===== config.mk =====
export PLATFORM = sky130hd
export DESIGN_NAME = mux_scan_ctrl
export DESIGN_NICKNAME = d
export VERILOG_FILES = /design/src/rtl/mux_scan_ctrl.sv
export SDC_FILE = /design/constraint.sdc
export NUM_CORES = 1
export LEC_CHECK = 0
export CAP_MARGIN = 20
export CORE_ASPECT_RATIO = 0.8
export CORE_UTILIZATION = 47
export CTS_BUF_LIST = sky130_fd_sc_hd__clkbuf_4
export CTS_CLUSTER_SIZE = 16
export DETAILED_ROUTE_END_ITERATION = 10
export HOLD_SLACK_MARGIN = 0.12
export PLACE_DENSITY = 0.77
export SYNTH_ARGS = -nofsm -noshare
export SYNTH_HDL_FRONTEND = slang
export SYNTH_SLANG_ARGS = --single-unit
export TNS_END_PERCENT = 10

===== constraint.sdc =====
create_clock -name clk -period 1.55 [get_ports clk]
set_input_delay 0.31 -clock clk [delete_from_list [all_inputs] [get_ports clk]]
set_output_delay 0.31 -clock clk [all_outputs]
set_load 0.005 [all_outputs]

===== src/rtl/mux_scan_ctrl.sv =====
// mux_scan_ctrl
//   Scan controller for a 2**SEL_W-to-1 select mux. On an accepted start it
//   drives a latched word onto the mux data inputs and steps the select from
//   0 to 2**SEL_W-1. At each step it waits SETTLE cycles, then samples the
//   mux output, so the word is rebuilt one bit at a time. The rebuilt word
//   and a compare-against-source flag are offered on a valid/ready handshake.
//
// Ports
//   clk         in   rising-edge clock
//   rst_n       in   synchronous active-low reset
//   start       in   begin a scan (accepted only when idle)
//   load_data   in   word to scan, captured when start is accepted
//   mux_in      out  registered word driven onto the mux data inputs
//   sel         out  registered mux select
//   mux_out     in   mux output (combinational from mux_in/sel)
//   data_out    out  rebuilt word
//   data_valid  out  data_out/mismatch valid
//   data_ready  in   consumer accepts the result
//   mismatch    out  rebuilt word differs from mux_in
//   busy        out  controller not idle
module mux_scan_ctrl #(
    parameter int SEL_W  = 3,
    parameter int SETTLE = 1
) (
    input  logic                  clk,
    input  logic                  rst_n,
    input  logic                  start,
    input  logic [2**SEL_W-1:0]   load_data,
    output logic [2**SEL_W-1:0]   mux_in,
    output logic [SEL_W-1:0]      sel,
    input  logic                  mux_out,
    output logic [2**SEL_W-1:0]   data_out,
    output logic                  data_valid,
    input  logic                  data_ready,
    output logic                  mismatch,
    output logic                  busy
);

    localparam int N     = 2**SEL_W;
    localparam int CNT_W = (SETTLE > 1) ? $clog2(SETTLE) : 1;

    localparam logic [SEL_W-1:0] SEL_MAX  = '1;
    localparam logic [CNT_W-1:0] CNT_INIT = CNT_W'(SETTLE - 1);

    typedef enum logic [1:0] {
        ST_IDLE,
        ST_SETTLE,
        ST_SAMPLE,
        ST_DONE
    } state_t;

    state_t           state;
    logic [CNT_W-1:0] cnt;
    logic [N-1:0]     capture;
    logic [N-1:0]     cap_next;

    // Capture register with the current bit merged in; on the last step this
    // is the completed word, which is what data_out and mismatch must see.
    always_comb begin
        cap_next      = capture;
        cap_next[sel] = mux_out;
    end

    always_ff @(posedge clk) begin
        if (!rst_n) begin
            state      <= ST_IDLE;
            mux_in     <= '0;
            sel        <= '0;
            cnt        <= '0;
            capture    <= '0;
            data_out   <= '0;
            mismatch   <= 1'b0;
            data_valid <= 1'b0;
            busy       <= 1'b0;
        end else begin
            case (state)
                ST_IDLE: begin
                    if (start) begin
                        mux_in  <= load_data;
                        sel     <= '0;
                        cnt     <= CNT_INIT;
                        capture <= '0;
                        busy    <= 1'b1;
                        state   <= ST_SETTLE;
                    end
                end

                // Counter starts at SETTLE-1 and the SAMPLE state adds one
                // more edge, so each bit spans SETTLE+1 edges.
                ST_SETTLE: begin
                    if (cnt == '0) begin
                        state <= ST_SAMPLE;
                    end else begin
                        cnt <= cnt - 1'b1;
                    end
                end

                ST_SAMPLE: begin
                    capture <= cap_next;
                    if (sel == SEL_MAX) begin
                        // sel is left at its last value; no wrap.
                        data_out   <= cap_next;
                        mismatch   <= (cap_next != mux_in);
                        data_valid <= 1'b1;
                        state      <= ST_DONE;
                    end else begin
                        sel   <= sel + 1'b1;
                        cnt   <= CNT_INIT;
                        state <= ST_SETTLE;
                    end
                end

                // start is not looked at here; it must be reasserted in IDLE.
                ST_DONE: begin
                    if (data_ready) begin
                        data_valid <= 1'b0;
                        busy       <= 1'b0;
                        state      <= ST_IDLE;
                    end
                end

                default: begin
                    state <= ST_IDLE;
                end
            endcase
        end
    end

endmodule


==> results of run 1 <==
[synth_stat cells, types with 3 or more instances]
cell type / number / share of area
nor2b_1: 12 / 0.045
nand2_1: 9 / 0.020
inv_1: 5 / 0.011
nor3b_1: 4 / 0.018
xnor2_1: 6 / 0.031
a22oi_1: 8 / 0.036
buf_2: 7 / 0.021
nor2_1: 23 / 0.051
o21ai_0: 14 / 0.042
o211a_1: 3 / 0.018
nor3_1: 3 / 0.0090
clkbuf_1: 5 / 0.011
dfxtp_1: 32 / 0.38
mux2i_1: 15 / 0.090
a21oi_1: 11 / 0.033
a211oi_1: 5 / 0.022
[per-layer routing]
| metal | vias up | routed length (um) | part of all wire |
|---|---|---|---|
| li1 | 799 | - | - |
| met1 | 790 | 1978 | 0.46 |
| met2 | 60 | 1947 | 0.45 |
| met3 | 5 | 325 | 0.076 |
| met4 | 0 | 51 | 0.012 |
| met5 | - | 0 | 0 |
[power breakdown]
group | switching, mW | total (mW) | leakage [nW] | internal [mW]
Combinational | 0.115 | 0.252 | 0.805 | 0.138
Clock | 0.296 | 0.625 | 0.0403 | 0.329
Sequential | 0.0310 | 0.870 | 0.269 | 0.839
Total | 0.442 | 1.75 | 1.11 | 1.31
[timing repair]
| item | 4_1_cts | 5_1_grt |
|---|---|---|
| endpoints found under the hold margin | 0 | 0 |
| resized for setup | 22 | 29 |
| setup endpoints to repair | 14 | 27 |
| pin swaps | 0 | 6 |
| hold buffers | 0 | 0 |
| setup buffers | 5 | 5 |
[cells in the final DEF, fill, tap and decap left out, types with 8 or more instances in the layout]
cell type | synthesis | routed
a22oi_1 | 8 | 8
nor2_1 | 23 | 23
nand2_1 | 9 | 8
dfxtp_2 | 0 | 8
o21ai_0 | 14 | 14
dfxtp_4 | 0 | 8
nor2b_1 | 12 | 12
mux2i_1 | 15 | 14
a21oi_1 | 11 | 11
dlymetal6s2s_1 | 0 | 8
clkdlybuf4s50_1 | 0 | 21
buf_4 | 0 | 30
dfxtp_1 | 32 | 16
[worst reg2reg max path, stage by stage (launching register included)]
cell,delay [ns]
dfxtp_4,0.38
buf_4,0.11
ha_1,0.14
ha_2,0.20
and3_4,0.22
o21ai_0,0.09
nor4_1,0.24
a31oi_1,0.11
[cell type report]
class	count	area [um^2]
clock buffer	5	37.54
clock inverter	3	37.54
fill	251	945.9
inverter	6	22.52
multi-input combinational	140	1002
sequential	32	680.7
tap	42	52.55
timing repair buffer	69	644.4
[sequential cells by signal, indices dropped and copies added, names as in the netlist]
| name | flops |
|---|---|
| data_valid | 1 |
| state | 2 |
| mismatch | 1 |
| data_out | 8 |
| busy | 1 |
| sel | 3 |
| mux_in | 8 |
| capture | 8 |
[path summary, 6_finish.rpt]
check	end	start	slack (ns)	depth (start not counted)
worst min-delay path	data_out[3]	data_out[3]	0.50	1
worst max register to register	mismatch	sel[1]	-0.06	7
worst max-delay path	mismatch	sel[1]	-0.06	7
worst min register to register	data_out[3]	data_out[3]	0.50	1
[metrics by stage]
stage	util	std cells
after global routing	0.7237	297
after detailed placement	0.6488	280
after global placement	0.6488	280
after CTS	0.6897	293
after floorplan	-	192
final	0.7237	297
[logic make-up after synthesis]
logic type | count (synthesis)
xor gates and xnor gates | 7
AOI/OAI and AO/OA | 48
buffers and inverters | 20
muxes | 15
DFF | 32
adders and majority gates | 2
and+or+nand+nor | 68
==> summary.txt, run 1 <==
IO Count -> 35
Slowest cell on crit path -> dfxtp_4
Core area -> 0.003423 mm^2
Placed Area -> 0.002221 mm^2
Die Span X -> 68.78 um
Hold crit path type -> flip-flop to flip-flop
Num Clock Sinks -> 32
CP startpoint kind -> flip-flop
Status -> finished with violations
Overall die area -> 0.003812 mm^2
Fmax -> 622.9 MHz
Main combinational cell family by area after synthesis -> simple AND/OR/NAND/NOR gates
WP data arrival -> 1.83 ns
Yosys Warn Count -> 0
Max incr delay on CP -> 0.38 ns
Unique masters post-synth -> 38
VDD IR-drop max -> 0.5886 mV
Minimum clock period -> 1.605 ns
Post-synthesis compound-gate area fraction -> 0.1858
Slew headroom -> 0.7571
First-pass GRT wire length -> 6.720 mm
Final setup vio count -> 1
Final wirelength -> 4.302 mm
Syn_nets -> 207
Drt via density -> 5.569
Clock Path Buffers -> 2
Port Buffer Count -> 34
Wirelength per Cell -> 14.48 um
Total global-route track usage -> 0.2413
Most common flop cell mapped by yosys -> dfxtp_1
Worst hold margin -> 0.4979 ns
Clock slew at reported path FFs -> 0.10 ns
Syn Area/Cell -> 8.732 um^2
Synth Area in Adders -> 0.01493
Worst skew pair latency -> 0.34 ns
Final Skew -> 0.002556 ns
Req. time, crit path -> 1.77 ns
Dpl hpwl -> 2.832 mm
Tcrit/Tclk final -> 1.036
Core Rows -> 19
FF+latch count, synth -> 32
Max-Cap Viols -> 0
Chip Height -> 55.42 um
Root Driver -> clkbuf_4
RePlAce Congestion -> 0.8741
Met2 Track Usage GR -> 0.3459
Sequential area share after synthesis -> 0.3821
Cell Area, Synth -> 0.001677 mm^2
Max-slew violation count -> 0
CP Class -> flip-flop to flip-flop
Global route overflow -> 0
Vias in the first global route -> 1405
Layout Nets -> 269
GR Util met1 -> 0.3483
Final hold vios -> 0
Synth Area in Simple Gates -> 0.2321
Post-layout power -> 1.747 mW
Critical path capture point type -> flip-flop
Layout area overhead -> 47.76%
Final Cell Area -> 0.002477 mm^2
Mux contribution to synthesized area -> 0.08955
Routed Antenna Nets -> 0
Largest fanout on the critical path -> 4
EDFF count, synth -> 0
Failing checks -> negative setup slack
CTS tree -> done
Setup_tns -> -0.05530 ns
Busiest layer in global routing -> met1
Setup slack at placement -> -0.2442 ns
Asr flop ratio synth -> 0
RSZ-0062 raised after global routing -> true
1st-iter DRT viols -> 114
H-tree Lvls -> 2
Via count -> 1654
Remaining DRCs -> 0
Worst-path cell chain -> buf_4 > ha_1 > ha_2 > and3_4 > o21ai_0 > nor4_1 > a31oi_1
DR pass1 iterations -> 4
CP top delay family -> simple AND/OR/NAND/NOR gates
Pin count of the biggest net entering global routing -> 18
Crit path buf inv count -> 1
Slew of the pin with the lowest slew margin -> 0.3639 ns
Leak -> 1.115 nW
Fraction of synthesized cell area in xor and xnor cells -> 0.03657
Post-Synthesis Cells -> 192
Num CTS Buffers -> 5
Antenna cells -> 0
Power density cells -> 705.2 mW/mm^2
Slack of the critical path -> -0.05530 ns
Met3 usage -> 0.05579
Layout cells sized above 1 -> 0.2902
Initial antenna violation count -> 0
Initial core utilization -> 0.4898
(Power assumes the default switching activity.)
==> inputs of run 2 (changes only) <==
Settings changed: CORE_UTILIZATION 47 to 30, PLACE_DENSITY 0.77 to unset, TNS_END_PERCENT 10 to 100.
==> run 2 against run 1 <==
  * The run still ends with negative setup slack left
  * Routed wire length increased by 4.9%
  * Register-to-register slack gained 0.03 ns
  * First-iteration DRC count fell by 39%
  * Via count shrank 2.8%
  * Total power shrank 5.3%
  * Critical endpoint unchanged
  * Highest routed layer unchanged
==> summary.txt, run 2 (synthesized netlist as in run 1, its figures left out) <==
Slowest cell on crit path -> dfxtp_4 (unchanged)
RSZ-0062 raised after global routing -> true (unchanged)
Core Rows -> 23 (was 19)
Failing checks -> negative setup slack (unchanged)
Commonest non-fill, non-tap cell in the layout -> buf_4 (unchanged)
Chip Height -> 68.87 um (was 55.42 um)
Worst hold margin -> 0.4988 ns (was 0.4979 ns)
Wirelength per Cell -> 14.06 um (was 14.48 um)
Drt via density -> 5.006 (was 5.569)
Fmax -> 635.4 MHz (was 622.9 MHz)
Final setup vio count -> 1 (unchanged)
Hold_buf cts -> 0 (unchanged)
Final hold vios -> 0 (unchanged)
Layout area overhead -> 52.84% (was 47.76%)
Global route overflow -> 0 (unchanged)
First-pass GRT wire length -> 7.107 mm (was 6.720 mm)
Worst-path cell chain -> buf_12 > ha_2 > ha_4 > and3_4 > o21ai_1 > nor4_2 > a31oi_1 (was buf_4 > ha_1 > ha_2 > and3_4 > o21ai_0 > nor4_1 > a31oi_1)
Slew of the pin with the lowest slew margin -> 0.3075 ns (was 0.3639 ns)
Power density cells -> 645.4 mW/mm^2 (was 705.2 mW/mm^2)
Post-layout power -> 1.654 mW (was 1.747 mW)
Port Buffer Count -> 34 (unchanged)
# fillers -> 506 (was 251)
Req. time, crit path -> 1.78 ns (was 1.77 ns)
Clock Path Buffers -> 2 (unchanged)
Routed Antenna Nets -> 0 (unchanged)
VDD IR-drop max -> 0.3192 mV (was 0.5886 mV)
Total global-route track usage -> 0.1628 (was 0.2413)
Overall die area -> 0.005893 mm^2 (was 0.003812 mm^2)
Largest fanout on the critical path -> 6 (was 4)
Pin count of the biggest net entering global routing -> 19 (was 18)
Initial antenna violation count -> 0 (unchanged)
Num CTS Buffers -> 5 (unchanged)
IO Count -> 35 (unchanged)
1st-iter DRT viols -> 69 (was 114)
WP data arrival -> 1.81 ns (was 1.83 ns)
Minimum clock period -> 1.574 ns (was 1.605 ns)
Final Cell Area -> 0.002562 mm^2 (was 0.002477 mm^2)
Regs by FF count -> capture (8), data_out (8), mux_in (8) (unchanged)
Remaining DRCs -> 0 (unchanged)
Core area -> 0.005180 mm^2 (was 0.003423 mm^2)
CTS tree -> done (unchanged)
Max incr delay on CP -> 0.38 ns (about the same)
Placed Cells incl. Taps -> 300 (was 280)
DR pass1 iterations -> 4 (unchanged)
Hold crit path type -> flip-flop to flip-flop (unchanged)
Slew headroom -> 0.7944 (was 0.7571)
Slack of the critical path -> -0.02385 ns (was -0.05530 ns)
Num Clock Sinks -> 32 (unchanged)
Clock slew at reported path FFs -> 0.11 ns (was 0.10 ns)
H-tree Lvls -> 2 (unchanged)
Antenna cells -> 0 (unchanged)
Vias in the first global route -> 1414 (was 1405)
Placed Area -> 0.002241 mm^2 (was 0.002221 mm^2)
Via count -> 1607 (was 1654)
CP startpoint kind -> flip-flop (unchanged)
RePlAce Congestion -> 0.9135 (was 0.8741)
Initial core utilization -> 0.3237 (was 0.4898)
Die Span X -> 85.58 um (was 68.78 um)
Max-slew violation count -> 0 (unchanged)
Status -> finished with violations (unchanged)
Setup_tns -> -0.02385 ns (was -0.05530 ns)
Layout Nets -> 273 (was 269)
Leak -> 1.137 nW (was 1.115 nW)
Critical path capture point type -> flip-flop (unchanged)
Layout cells sized above 1 -> 0.3166 (was 0.2902)
Dpl hpwl -> 3.040 mm (was 2.832 mm)
Tcrit/Tclk final -> 1.015 (was 1.036)
Non-filler cells, final -> 321 (was 297)
Root Driver -> clkbuf_4 (unchanged)
CP Class -> flip-flop to flip-flop (unchanged)
Final wirelength -> 4.512 mm (was 4.302 mm)
Commonest non-fill, non-tap cells in the layout -> buf_4 (34), clkdlybuf4s50_1 (23), nor2_1 (22) (was buf_4 (30), nor2_1 (23), clkdlybuf4s50_1 (21))
Max-Cap Viols -> 0 (unchanged)
Worst skew pair latency -> 0.36 ns (was 0.34 ns)
Final Skew -> 0.01614 ns (was 0.002556 ns)
-- run 2: changes by cell type in the layout (fill, tap and decap cells not counted), sizes merged --
| cell | previous run | this run |
|---|---|---|
| dlygate4sd2 | 5 | 3 |
| clkinv | 3 | 2 |
| buf | 35 | 39 |
| bufinv | 1 | 0 |
| clkbuf | 5 | 7 |
| clkdlybuf4s50 | 21 | 23 |
-- run 2: worst paths after layout --
kind	from	endpoint	slack, ns	cells past startpoint
setup / recovery	sel[0]	mismatch	-0.02	7
hold / removal	data_out[2]	data_out[2]	0.50	1
setup reg to reg	sel[0]	mismatch	-0.02	7
hold reg to reg	data_out[2]	data_out[2]	0.50	1
-- run 2: area by class of cell --
cell class / instances / area [um^2] / share of cell area
clock buffer: 7 / 52.55 / 0.02051
clock inverter: 1 / 3.754 / 0.001465
inverter: 6 / 22.52 / 0.008789
multi-input combinational: 140 / 1017 / 0.3970
sequential: 32 / 685.7 / 0.2676
tap: 62 / 77.57 / 0.03027
timing repair buffer: 73 / 703.2 / 0.2744
-- run 2: metrics by stage --
step | setup slack (ns) | utilization
final | -0.02385 | 0.4947
after global routing | -0.1187 | 0.4947
after CTS | 0.0004654 | 0.4773
after detailed placement | -0.2157 | 0.4326
after global placement | -0.2052 | 0.4326
after floorplan | 0.01028 | -
-- run 2: report_power, final --
group | switching [mW] | leakage [nW] | internal, mW
Combinational | 0.131 | 0.833 | 0.160
Clock | 0.294 | 0.0338 | 0.209
Sequential | 0.0212 | 0.270 | 0.839
Total | 0.446 | 1.14 | 1.21
-- run 2: worst max-delay path: cells and delay by family, from the launching register on --
family | cells | cell delay [ns]
AO/OA/AOI/OAI | 2 | 0.21
adder cells (fa/ha/maj) | 2 | 0.31
buffers and inverters | 1 | 0.11
flip-flops | 1 | 0.38
AND/OR/NAND/NOR | 2 | 0.44
-- run 2: timing repair --
action                     CTS  global route
pin swaps                    5             3
setup buffers                9             4
setup endpoints to repair   14            28
gates resized for setup     37            21
-- run 2: layer usage --
layer | vias to the layer above | global-route usage | share of wire
li1 | 806 | - | -
met3 | 7 | 0.04524 | 0.056
met5 | - | 0 | 0
met1 | 755 | 0.2225 | 0.50
met2 | 39 | 0.2420 | 0.43
met4 | 0 | 0.06875 | 0.015
